`src/rtl/ddr3_arbiter.sv`:
```
// Arbitrates the renderer write port and the display read port onto the MIG app interface.
// Reads win by default; a write that has waited out STARVE_LIMIT read grants wins the next one.
module ddr3_arbiter #(
    parameter int ADDR_WIDTH      = 28,
    parameter int DATA_WIDTH      = 64,
    parameter int MAX_OUTSTANDING = 8,
    parameter int STARVE_LIMIT    = 16
) (
    input  logic                               clk,
    input  logic                               rst,
    input  logic                               calib_done,
    input  logic                               wr_req,
    input  logic [ADDR_WIDTH-1:0]              wr_addr,
    input  logic [DATA_WIDTH-1:0]              wr_data,
    output logic                               wr_ack,
    input  logic                               rd_req,
    input  logic [ADDR_WIDTH-1:0]              rd_addr,
    output logic                               rd_ack,
    output logic [DATA_WIDTH-1:0]              rd_data,
    output logic                               rd_data_valid,
    output logic                               app_en,
    output logic [2:0]                         app_cmd,
    output logic [ADDR_WIDTH-1:0]              app_addr,
    input  logic                               app_rdy,
    output logic [DATA_WIDTH-1:0]              app_wdf_data,
    output logic                               app_wdf_wren,
    output logic                               app_wdf_end,
    input  logic                               app_wdf_rdy,
    input  logic [DATA_WIDTH-1:0]              app_rd_data,
    input  logic                               app_rd_data_valid,
    output logic [$clog2(MAX_OUTSTANDING):0]   rd_outstanding
);

    localparam int OW = $clog2(MAX_OUTSTANDING) + 1;
    localparam int SW = $clog2(STARVE_LIMIT + 1);
    localparam logic [OW-1:0] MAX_CNT    = OW'(MAX_OUTSTANDING);
    localparam logic [SW-1:0] STARVE_MAX = SW'(STARVE_LIMIT);
    localparam logic [2:0] CMD_WR = 3'b000;
    localparam logic [2:0] CMD_RD = 3'b001;

    typedef enum logic [1:0] {IDLE, RD, WR} state_t;

    state_t                  state_q, state_d;
    logic [2:0]              cmd_q, cmd_d;
    logic [ADDR_WIDTH-1:0]   addr_q, addr_d;
    logic [DATA_WIDTH-1:0]   wdata_q, wdata_d;
    logic                    cmd_done_q, cmd_done_d;
    logic                    data_done_q, data_done_d;
    logic [SW-1:0]           starve_q, starve_d;
    logic [OW-1:0]           out_q, out_d;

    logic cmd_fire;
    logic data_fire;
    logic rd_ok;
    logic starve_hit;

    always_comb begin
        cmd_fire   = (state_q == WR) && !cmd_done_q && app_rdy;
        data_fire  = (state_q == WR) && !data_done_q && app_wdf_rdy;
        rd_ack     = (state_q == RD) && app_rdy;
        // Either handshake may land first or both in the same cycle.
        wr_ack     = (state_q == WR) && (cmd_done_q || cmd_fire)
                     && (data_done_q || data_fire);
        rd_ok      = rd_req && (out_q < MAX_CNT);
        starve_hit = starve_q >= STARVE_MAX;
    end

    always_comb begin
        state_d     = state_q;
        cmd_d       = cmd_q;
        addr_d      = addr_q;
        wdata_d     = wdata_q;
        cmd_done_d  = cmd_done_q;
        data_done_d = data_done_q;
        unique case (state_q)
            IDLE: begin
                if (calib_done) begin
                    if (rd_ok && !(wr_req && starve_hit)) begin
                        state_d = RD;
                        cmd_d   = CMD_RD;
                        addr_d  = rd_addr;
                    end else if (wr_req) begin
                        state_d = WR;
                        cmd_d   = CMD_WR;
                        addr_d  = wr_addr;
                        wdata_d = wr_data;
                    end
                end
            end
            RD: begin
                if (rd_ack) begin
                    state_d = IDLE;
                end
            end
            WR: begin
                if (wr_ack) begin
                    state_d     = IDLE;
                    cmd_done_d  = 1'b0;
                    data_done_d = 1'b0;
                end else begin
                    cmd_done_d  = cmd_done_q | cmd_fire;
                    data_done_d = data_done_q | data_fire;
                end
            end
            default: state_d = IDLE;
        endcase
    end

    always_comb begin
        starve_d = starve_q;
        if (wr_ack) begin
            starve_d = '0;
        end else if (rd_ack && wr_req && !starve_hit) begin
            starve_d = starve_q + 1'b1;
        end
        // A return with nothing in flight is stale and ignored.
        out_d = out_q;
        if (rd_ack && !app_rd_data_valid) begin
            out_d = out_q + 1'b1;
        end else if (!rd_ack && app_rd_data_valid && out_q != '0) begin
            out_d = out_q - 1'b1;
        end
    end

    always_ff @(posedge clk or posedge rst) begin
        if (rst) begin
            state_q     <= IDLE;
            cmd_q       <= '0;
            addr_q      <= '0;
            wdata_q     <= '0;
            cmd_done_q  <= 1'b0;
            data_done_q <= 1'b0;
            starve_q    <= '0;
            out_q       <= '0;
        end else begin
            state_q     <= state_d;
            cmd_q       <= cmd_d;
            addr_q      <= addr_d;
            wdata_q     <= wdata_d;
            cmd_done_q  <= cmd_done_d;
            data_done_q <= data_done_d;
            starve_q    <= starve_d;
            out_q       <= out_d;
        end
    end

    assign app_en         = (state_q == RD) || ((state_q == WR) && !cmd_done_q);
    assign app_wdf_wren   = (state_q == WR) && !data_done_q;
    assign app_wdf_end    = app_wdf_wren;
    assign app_cmd        = cmd_q;
    assign app_addr       = addr_q;
    assign app_wdf_data   = wdata_q;
    assign rd_data        = app_rd_data;
    assign rd_data_valid  = app_rd_data_valid;
    assign rd_outstanding = out_q;

endmodule

```
`config.mk`:
```
export PLATFORM = sky130hd
export DESIGN_NAME = ddr3_arbiter
export DESIGN_NICKNAME = d
export VERILOG_FILES = /design/src/rtl/ddr3_arbiter.sv
export SDC_FILE = /design/constraint.sdc
export NUM_CORES = 1
export LEC_CHECK = 0
export CAP_MARGIN = 20
export CORE_AREA = 2 2 140 142
export CTS_CLUSTER_DIAMETER = 40
export DETAILED_ROUTE_END_ITERATION = 8
export DIE_AREA = 0 0 142 144
export PLACE_DENSITY = 0.61
export SYNTH_ARGS = -nofsm -noshare
export SYNTH_HDL_FRONTEND = slang
export SYNTH_SLANG_ARGS = --single-unit
```
`constraint.sdc`:
```
create_clock -name clk -period 6.9 [get_ports clk]
set_input_delay 0.69 -clock clk [delete_from_list [all_inputs] [get_ports clk]]
set_output_delay 0.69 -clock clk [all_outputs]
set_load 0.05 [all_outputs]
```
==> metrics.md, run 1 <==
| Metric | Value |
|---|---|
| FF+latch count, synth | `106` |
| CP Class | `in -> out` |
| Tmin final | `3290 ps` |
| Filler cell count | `1787` |
| Final total power | `3.99 mW` |
| Slew @ Worst Pin | `720 ps` |
| Post-layout util | `38.4%` |
| Net Sw Power | `1.89 mW` |
| Non-filler instance count after layout | `811` |
| Drt first-iter violations | `109` |
| Peak Freq | `304 MHz` |
| Core Rows | `51` |
| Rel. slew slack | `52.0%` |
| Ant diodes | `0` |
| Initial antenna violation count | `1` |
| Chip width | `142 um` |
| CTS Hold Bufs | `0` |
| Hold path cells | `1` |
| Max Buffers Root-to-Sink | `2` |
| Final worst slack | `3610 ps` |
| Largest net degree at the start of global routing | `55` |
| HPWL after detailed placement | `9.39 mm` |
| Hold WS | `504 ps` |
| Clock transition at the registers of the reported paths | `60 ps` |
| Synth area leader | `dfrtp_1` |
| Tcrit/Tclk final | `47.7%` |
| Finished Cell Area | `7330 sq um` |
| First-pass GRT wire length | `19.2 mm` |
| P_int | `2.11 mW` |
| GRT Total Usage | `12.1%` |
| Post-synthesis cell area | `4980 sq um` |
| Setup_tns | `0 ps` |
| Data required, critical path | `6210 ps` |
| Max VDD drop | `0.248 mV` |
| Setup WS pre-CTS | `3600 ps` |
| Max-capacitance violation count | `0` |
| Reg area | `2650 sq um` |
| Die area | `20400 sq um` |
| Via/cell ratio | `4.38` |
| Mapped Cells | `405` |
| Reg2Reg Depth | `8` |
| Clock sinks | `106` |
| Slew Limit Fails | `0` |
| Routability Congestion | `0.720` |
| Drt wl/cell | `15.8 um` |
| Number of nets with antenna violations after routing | `0` |
| Initial core utilization | `26.1%` |
| DP Area | `7000 sq um` |
| Clock Latency Late Sink | `340 ps` |
| Distinct cells, synth | `36` |
| PortBufs | `230` |
| Multi-input gate area | `1680 sq um` |
| Root Buffer | `clkbuf_16` |
| CP Capture Type | `primary output` |
| Post-synthesis sequential area ratio | `53.3%` |
| GRT overflow | `0` |
| CTS tree | `done` |
| Hold Crit Class | `reg -> reg` |
| Postcts setup bufs | `0` |
| CP Max Fanout | `7` |
| First-pass iteration count of the detailed router | `4` |
| Commonest non-fill, non-tap cell in the layout | `clkdlybuf4s50_1` |
| Fraction of layout cells with a size suffix above 1 | `15.5%` |
| Yosys warning count | `0` |
| Top cell type's share of synthesized area | `53.3%` |
| Vias in the first global route | `3700` |
| Most frequent cells in the layout | `clkdlybuf4s50_1, dfrtp_1, nor2_1` |
| Placed cell count | `794` |
| Post-Synthesis Mean Instance Area | `12.3 sq um` |
| Overall routed net length | `12.8 mm` |
| CP arrival | `2600 ps` |
| RSZ-0062 raised after global routing | `false` |
| Synth top area cells | `dfrtp_1, mux2_4, buf_4` |
| Combinational fraction of design power | `59.0%` |
| Outcome | `complete, no violations` |
| I/O pin cnt | `361` |
| Residual DRC | `0` |
| Post-synth EDFFs | `0` |
| Max Clock Skew | `12.0 ps` |
| Die Y | `144 um` |
| P&R area growth vs syn | `47.3%` |
| Sequential share of power | `27.8%` |
| Fin nets | `765` |
| H-tree depth | `3` |
| Detailed-route via count | `3555` |
| Leak pwr | `3.13 nW` |
| Switching share of power | `47.3%` |
| Async S/R FF share, synth | `100%` |
| Power density over cell area | `545 nW/um^2` |
| Top_reg_cell synth | `dfrtp_1` |
| Final Hold Viols | `0` |
| Setup-failing EPs final | `0` |
| Startpoint Class | `input pin` |
| Cts repair resizes | `0` |
| Floorplan core area | `19100 sq um` |
| Inserted Clock Buffers | `9` |
| Clk pwr share | `13.2%` |
[synth_stat cells, types with 4 or more instances]
cell type and count:
buf_4 68, buf_2 6, nor2_1 68, o22ai_1 28, ha_1 4, mux2_4 40
o21ai_0 4, buf_6 6, mux2_2 25, dfrtp_1 106, inv_1 8, clkbuf_1 4
[flip-flops by register name, indices dropped and copies added (netlist names)]
signal	flops
app_wdf_data	64
app_addr	28
rd_outstanding	4
cmd_done_q	1
state_q	2
data_done_q	1
app_cmd	1
starve_q	5
[power by group through the flow]
stage          Clock (mW)  Combinational (mW)  Sequential [mW]
2_1_floorplan           0               0.667             2.11
3_3_place_gp            0                2.35             1.11
3_5_place_dp            0                2.37             1.12
4_1_cts             0.553                2.37             1.11
5_1_grt             0.572                2.46             1.15
6_report            0.527                2.36             1.11
[layer usage]
layer	global-route usage [%]	routed length [um]	vias up
li1	-	-	1622
met1	13.3	4790	1700
met2	20.5	6410	179
met3	3.68	1090	54
met4	7.42	531	0
met5	0	0	-
[area by class of cell]
| class | count | area share (%) |
|---|---|---|
| sequential | 106 | 36.2 |
| clock buffer | 10 | 3.12 |
| clock inverter | 6 | 0.990 |
| multi-input combinational | 208 | 23.0 |
| inverter | 8 | 0.444 |
| timing repair buffer | 235 | 32.2 |
| tap | 238 | 4.06 |
[critical path, stage by stage]
cell             delay [ps]
clkdlybuf4s50_1         530
nor2_1                   90
nor3_2                  400
clkdlybuf4s50_1         890
[kinds of logic after synthesis]
group / synth area share (%)
xor gates and xnor gates: 0.880
muxes: 18.4
buffers and inverters: 13.1
and+or+nand+nor: 7.44
adders and majority gates: 1.41
AOI/OAI and AO/OA: 5.41
DFF: 53.3
other: 0.0754
[path summary, 6_finish.rpt]
path                                        from           endpoint  slack, ps
worst min register to register  app_wdf_data[39]   app_wdf_data[39]        500
worst max-delay path                     app_rdy             wr_ack       3610
worst min-delay path            app_wdf_data[39]   app_wdf_data[39]        500
min in group asynchronous                    rst   app_wdf_data[51]        780
max in group asynchronous                    rst   app_wdf_data[13]       4910
worst max register to register        state_q[1]  rd_outstanding[3]       4640
Note: power is estimated with default switching activity, not from simulation.
==> inputs of run 2 (changes only) <==
Settings changed: CORE_AREA 2 2 140 142 to 2 2 142 144, DIE_AREA 0 0 142 144 to 0 0 144 146, PLACE_DENSITY 0.61 to 0.6.
Clock period 6.9 ns to 3.3 ns, I/O delays scaled along.
==> metrics.md, run 2 (same netlist as run 1, synthesis figures left out) <==
| Metric | Value |
|---|---|
| Outcome | `complete, no violations` |
| Hold Crit Class | `in -> async` |
| CP Class | `reg -> out` |
| Drt first-iter violations | `86` |
| H-tree depth | `3` |
| Leak pwr | `3.12 nW` |
| Max Clock Skew | `11.0 ps` |
| Die Y | `146 um` |
| Initial core utilization | `25.7%` |
| Routability Congestion | `0.756` |
| PortBufs | `230` |
| First-pass GRT wire length | `20.9 mm` |
| Postcts setup bufs | `0` |
| Tcrit/Tclk final | `80.9%` |
| Detailed-route via count | `3615` |
| Data required, critical path | `2970 ps` |
| Max reg flops | `64` |
| Startpoint Class | `flip-flop` |
| Setup_tns | `0 ps` |
| Ant diodes | `0` |
| Placed cell count | `821` |
| Inserted Clock Buffers | `9` |
| Via/cell ratio | `4.32` |
| GRT Total Usage | `12.9%` |
| First-pass iteration count of the detailed router | `4` |
| Initial antenna violation count | `0` |
| P&R area growth vs syn | `47.4%` |
| Hold WS | `439 ps` |
| CP Capture Type | `primary output` |
| RSZ-0062 raised after global routing | `false` |
| Floorplan core area | `19300 sq um` |
| Slew Limit Fails | `0` |
| Finished Cell Area | `7340 sq um` |
| Clock Latency Late Sink | `350 ps` |
| DP Area | `7060 sq um` |
| Power density over cell area | `1130 nW/um^2` |
| Die area | `21000 sq um` |
| Tmin final | `2670 ps` |
| Residual DRC | `0` |
| HPWL after detailed placement | `10.3 mm` |
| I/O pin cnt | `361` |
| CTS tree | `done` |
| Reg2Reg Depth | `8` |
| Number of nets with antenna violations after routing | `0` |
| Rel. slew slack | `53.6%` |
| CTS Hold Bufs | `0` |
| R2R Setup Slk | `1060 ps` |
| Overall routed net length | `13.6 mm` |
| Max VDD drop | `0.593 mV` |
| Vias in the first global route | `3971` |
| Largest net degree at the start of global routing | `94` |
| RR Endpoint | `rd_outstanding[3]` |
| Chip width | `144 um` |
| Final Hold Viols | `0` |
| Max-capacitance violation count | `0` |
| Root Buffer | `clkbuf_16` |
| Clock sinks | `106` |
| Worst setup path start | `state_q[0]` |
| GRT overflow | `0` |
| Max Buffers Root-to-Sink | `2` |
| CP arrival | `2340 ps` |
| R2r startpoint | `state_q[1]` |
| CP Max Fanout | `7` |
| Non-filler instance count after layout | `837` |
| Clock transition at the registers of the reported paths | `70 ps` |
| Fin nets | `764` |
| Most frequent cells in the layout | `clkdlybuf4s50_1, dfrtp_1, nor2_1` |
| Slew @ Worst Pin | `695 ps` |
| Core Rows | `51` |
| Peak Freq | `375 MHz` |
| CP Capture Point | `wr_ack` |
| Setup-failing EPs final | `0` |
| Cts repair resizes | `0` |
| Commonest non-fill, non-tap cell in the layout | `clkdlybuf4s50_1` |
| Drt wl/cell | `16.2 um` |
| Fraction of layout cells with a size suffix above 1 | `15.6%` |
## run 2: cell types whose count changed in the layout (fill, tap and decap cells not counted), sizes merged
cell      delta
buf          -1
bufinv       -1
clkbuf       -1
clkinv       +2
clkinvlp     +1
inv          -1
## run 2: layer usage
metal | wire length (um) | vias to the layer above | GRT usage [%] | share of wire (%)
li1 | - | 1629 | - | -
met1 | 5230 | 1751 | 14.5 | 38
met2 | 6730 | 181 | 22.0 | 50
met3 | 1180 | 54 | 3.78 | 8.7
met4 | 450 | 0 | 6.86 | 3.3
met5 | 0 | - | 0 | 0
## run 2: metrics by stage
| stage | utilization, % | setup WS [ps] | total power, mW |
|---|---|---|---|
| after global routing | 37.9 | 512 | 8.70 |
| after floorplan | - | 181 | 5.80 |
| after detailed placement | 36.5 | 704 | 7.33 |
| final | 37.9 | 630 | 8.29 |
| after CTS | 37.9 | 625 | 8.39 |
| after global placement | 36.5 | 791 | 7.25 |
## run 2: where the power goes
group / switching (mW) / internal [mW]
logic: 3.05 / 1.87
clock network: 0.490 / 0.517
registers: 0.429 / 1.93
## run 2: final cells by class
type / instances / area, sq um
fill: 1869 / 12000
timing repair buffer: 234 / 2360
sequential: 106 / 2650
multi-input combinational: 208 / 1680
tap: 265 / 332
clock buffer: 9 / 225
inverter: 8 / 32.5
clock inverter: 7 / 52.6
## run 2: critical path, cell delays in order, from the launching register on
cell	delay [ps]
dfrtp_1	430
nand2b_1	250
nor3_2	430
clkdlybuf4s50_1	890
## run 2: worst min path at each step
stage / start / endpoint / slack, ps / depth (start not counted)
finish: rst / app_wdf_data[31] / 440 / 2
global route: rst / app_wdf_data[25] / 490 / 2
CTS: rst / app_wdf_data[31] / 450 / 2
detailed placement: app_wdf_data[60] / app_wdf_data[60] / 490 / 1
global placement: app_wdf_data[26] / app_wdf_data[26] / 490 / 1
floorplan: app_rdy / state_q[0] / 440 / 1
==> inputs of run 3 (changes only) <==
Clock period 3.3 ns to 2.55 ns, I/O delays scaled along.
==> metrics.md, run 3 (same netlist as run 1, synthesis figures left out) <==
| Metric | Value |
|---|---|
| Detailed-route via count | `3543` |
| Max reg flops | `64` |
| Startpoint Class | `flip-flop` |
| CTS Hold Bufs | `0` |
| I/O pin cnt | `361` |
| Filler cell count | `1837` |
| Placed cell count | `823` |
| Peak Freq | `437 MHz` |
| Number of nets with antenna violations after routing | `0` |
| Initial core utilization | `25.7%` |
| CP arrival | `2030 ps` |
| Fin nets | `766` |
| Setup-failing EPs final | `0` |
| Power density over cell area | `1480 nW/um^2` |
| Max-capacitance violation count | `0` |
| Clock Latency Late Sink | `350 ps` |
| Max Buffers Root-to-Sink | `2` |
| CP Class | `reg -> out` |
| Met2 Wirelength | `7.31 mm` |
| Max incr delay on CP | `830 ps` |
| P&R area growth vs syn | `49.2%` |
| Floorplan core area | `19300 sq um` |
| Routability Congestion | `0.722` |
| Root Buffer | `clkbuf_16` |
| Final total power | `11.0 mW` |
| Setup_tns | `0 ps` |
| Finished Cell Area | `7420 sq um` |
| Cell family with most CP delay | `buffers and inverters` |
| HPWL after detailed placement | `10.6 mm` |
| CP Capture Type | `primary output` |
| Die Y | `146 um` |
| Top Metal Used | `met4` |
| Die area | `21000 sq um` |
| CP cell instances | `nand2b_1 > o21ai_0 > clkdlybuf4s50_1` |
| Tmin final | `2290 ps` |
| Clock transition at the registers of the reported paths | `70 ps` |
| Vias in the first global route | `4037` |
| Wl on met1 | `5.02 mm` |
| Tcrit/Tclk final | `89.7%` |
| Final worst slack | `262 ps` |
| DP Area | `7080 sq um` |
| Clock sinks | `106` |
| DR WL met3 | `1.12 mm` |
| PortBufs | `230` |
| Initial antenna violation count | `0` |
| Chip width | `144 um` |
| Ant diodes | `0` |
| Max VDD drop | `0.734 mV` |
| Drt first-iter violations | `79` |
| Leak pwr | `3.15 nW` |
| Core Rows | `51` |
| RSZ-0062 raised after global routing | `false` |
| Overall routed net length | `14.0 mm` |
| Rel. slew slack | `62.5%` |
| Setup WS pre-CTS | `143 ps` |
| Slew Limit Fails | `0` |
| Via/cell ratio | `4.23` |
| Fraction of layout cells with a size suffix above 1 | `15.9%` |
| Slew @ Worst Pin | `560 ps` |
| Slowest stage cell, crit path | `clkdlybuf4s50_1` |
| Hold WS | `435 ps` |
| Post-layout util | `38.4%` |
| Cts repair resizes | `0` |
| Outcome | `complete, no violations` |
| GRT Total Usage | `13.5%` |
| First-pass iteration count of the detailed router | `4` |
| Non-filler instance count after layout | `838` |
| First-pass GRT wire length | `22.0 mm` |
| GRT overflow | `0` |
| Max Clock Skew | `8.59 ps` |
| R2R Setup Slk | `440 ps` |
| Largest net degree at the start of global routing | `107` |
| Buffer and inverter count on the worst path | `1` |
| CP Max Fanout | `6` |
| Drt wl/cell | `16.7 um` |
| Residual DRC | `0` |
| H-tree depth | `3` |
| Hold Crit Class | `in -> async` |
| CTS tree | `done` |
| Postcts setup bufs | `0` |
| Most frequent cells in the layout | `clkdlybuf4s50_1, dfrtp_1, nor2_1` |
| Data required, critical path | `2300 ps` |
| Final Hold Viols | `0` |
| Inserted Clock Buffers | `9` |
| Commonest non-fill, non-tap cell in the layout | `clkdlybuf4s50_1` |
run 3: cell count changes in the layout (fill, tap and decap cells not counted), sizes merged:
cell / before / now
clkinv: 4 / 0
buf: 4 / 7
bufinv: 0 / 3
clkinvlp: 1 / 3
inv: 10 / 8
clkdlybuf4s50: 230 / 229
run 3: per-layer routing:
metal  GRT usage [%]  vias to the layer above
li1                -                     1618
met1            14.0                     1711
met2            24.2                      153
met3            3.78                       61
met4            7.35                        0
met5               0                        -
run 3: power breakdown:
part	total, mW	internal, mW	switching (mW)
Sequential	3.04	2.50	0.545
Combinational	6.39	2.42	3.96
Clock	1.60	0.959	0.637
Total	11.0	5.88	5.14
run 3: worst register-to-register path: cells and delay by family, from the launching register on:
family,cells,cell delay (ps)
flops,1,420
buf+inv,1,90
simple gates,3,590
fa+ha+maj,1,330
compound gates,3,620
run 3: worst paths after layout:
| kind | start | to | cells after the start |
|---|---|---|---|
| worst max-delay path | state_q[0] | app_en | 3 |
| worst min-delay path | rst | app_wdf_data[4] | 3 |
| worst max register to register | state_q[1] | rd_outstanding[3] | 8 |
| worst min register to register | app_wdf_data[43] | app_wdf_data[43] | 1 |
| max in group asynchronous | rst | app_addr[1] | 3 |
| min in group clk | wr_addr[14] | app_addr[14] | 3 |
run 3: area by class of cell:
type                       count  area, sq um  area share, %
multi-input combinational    208         1680           22.7
clock buffer                   9          225           3.03
timing repair buffer         236         2380           32.1
sequential                   106         2650           35.7
clock inverter                 6          114           1.53
tap                          265          332           4.47
inverter                       8         33.8          0.455
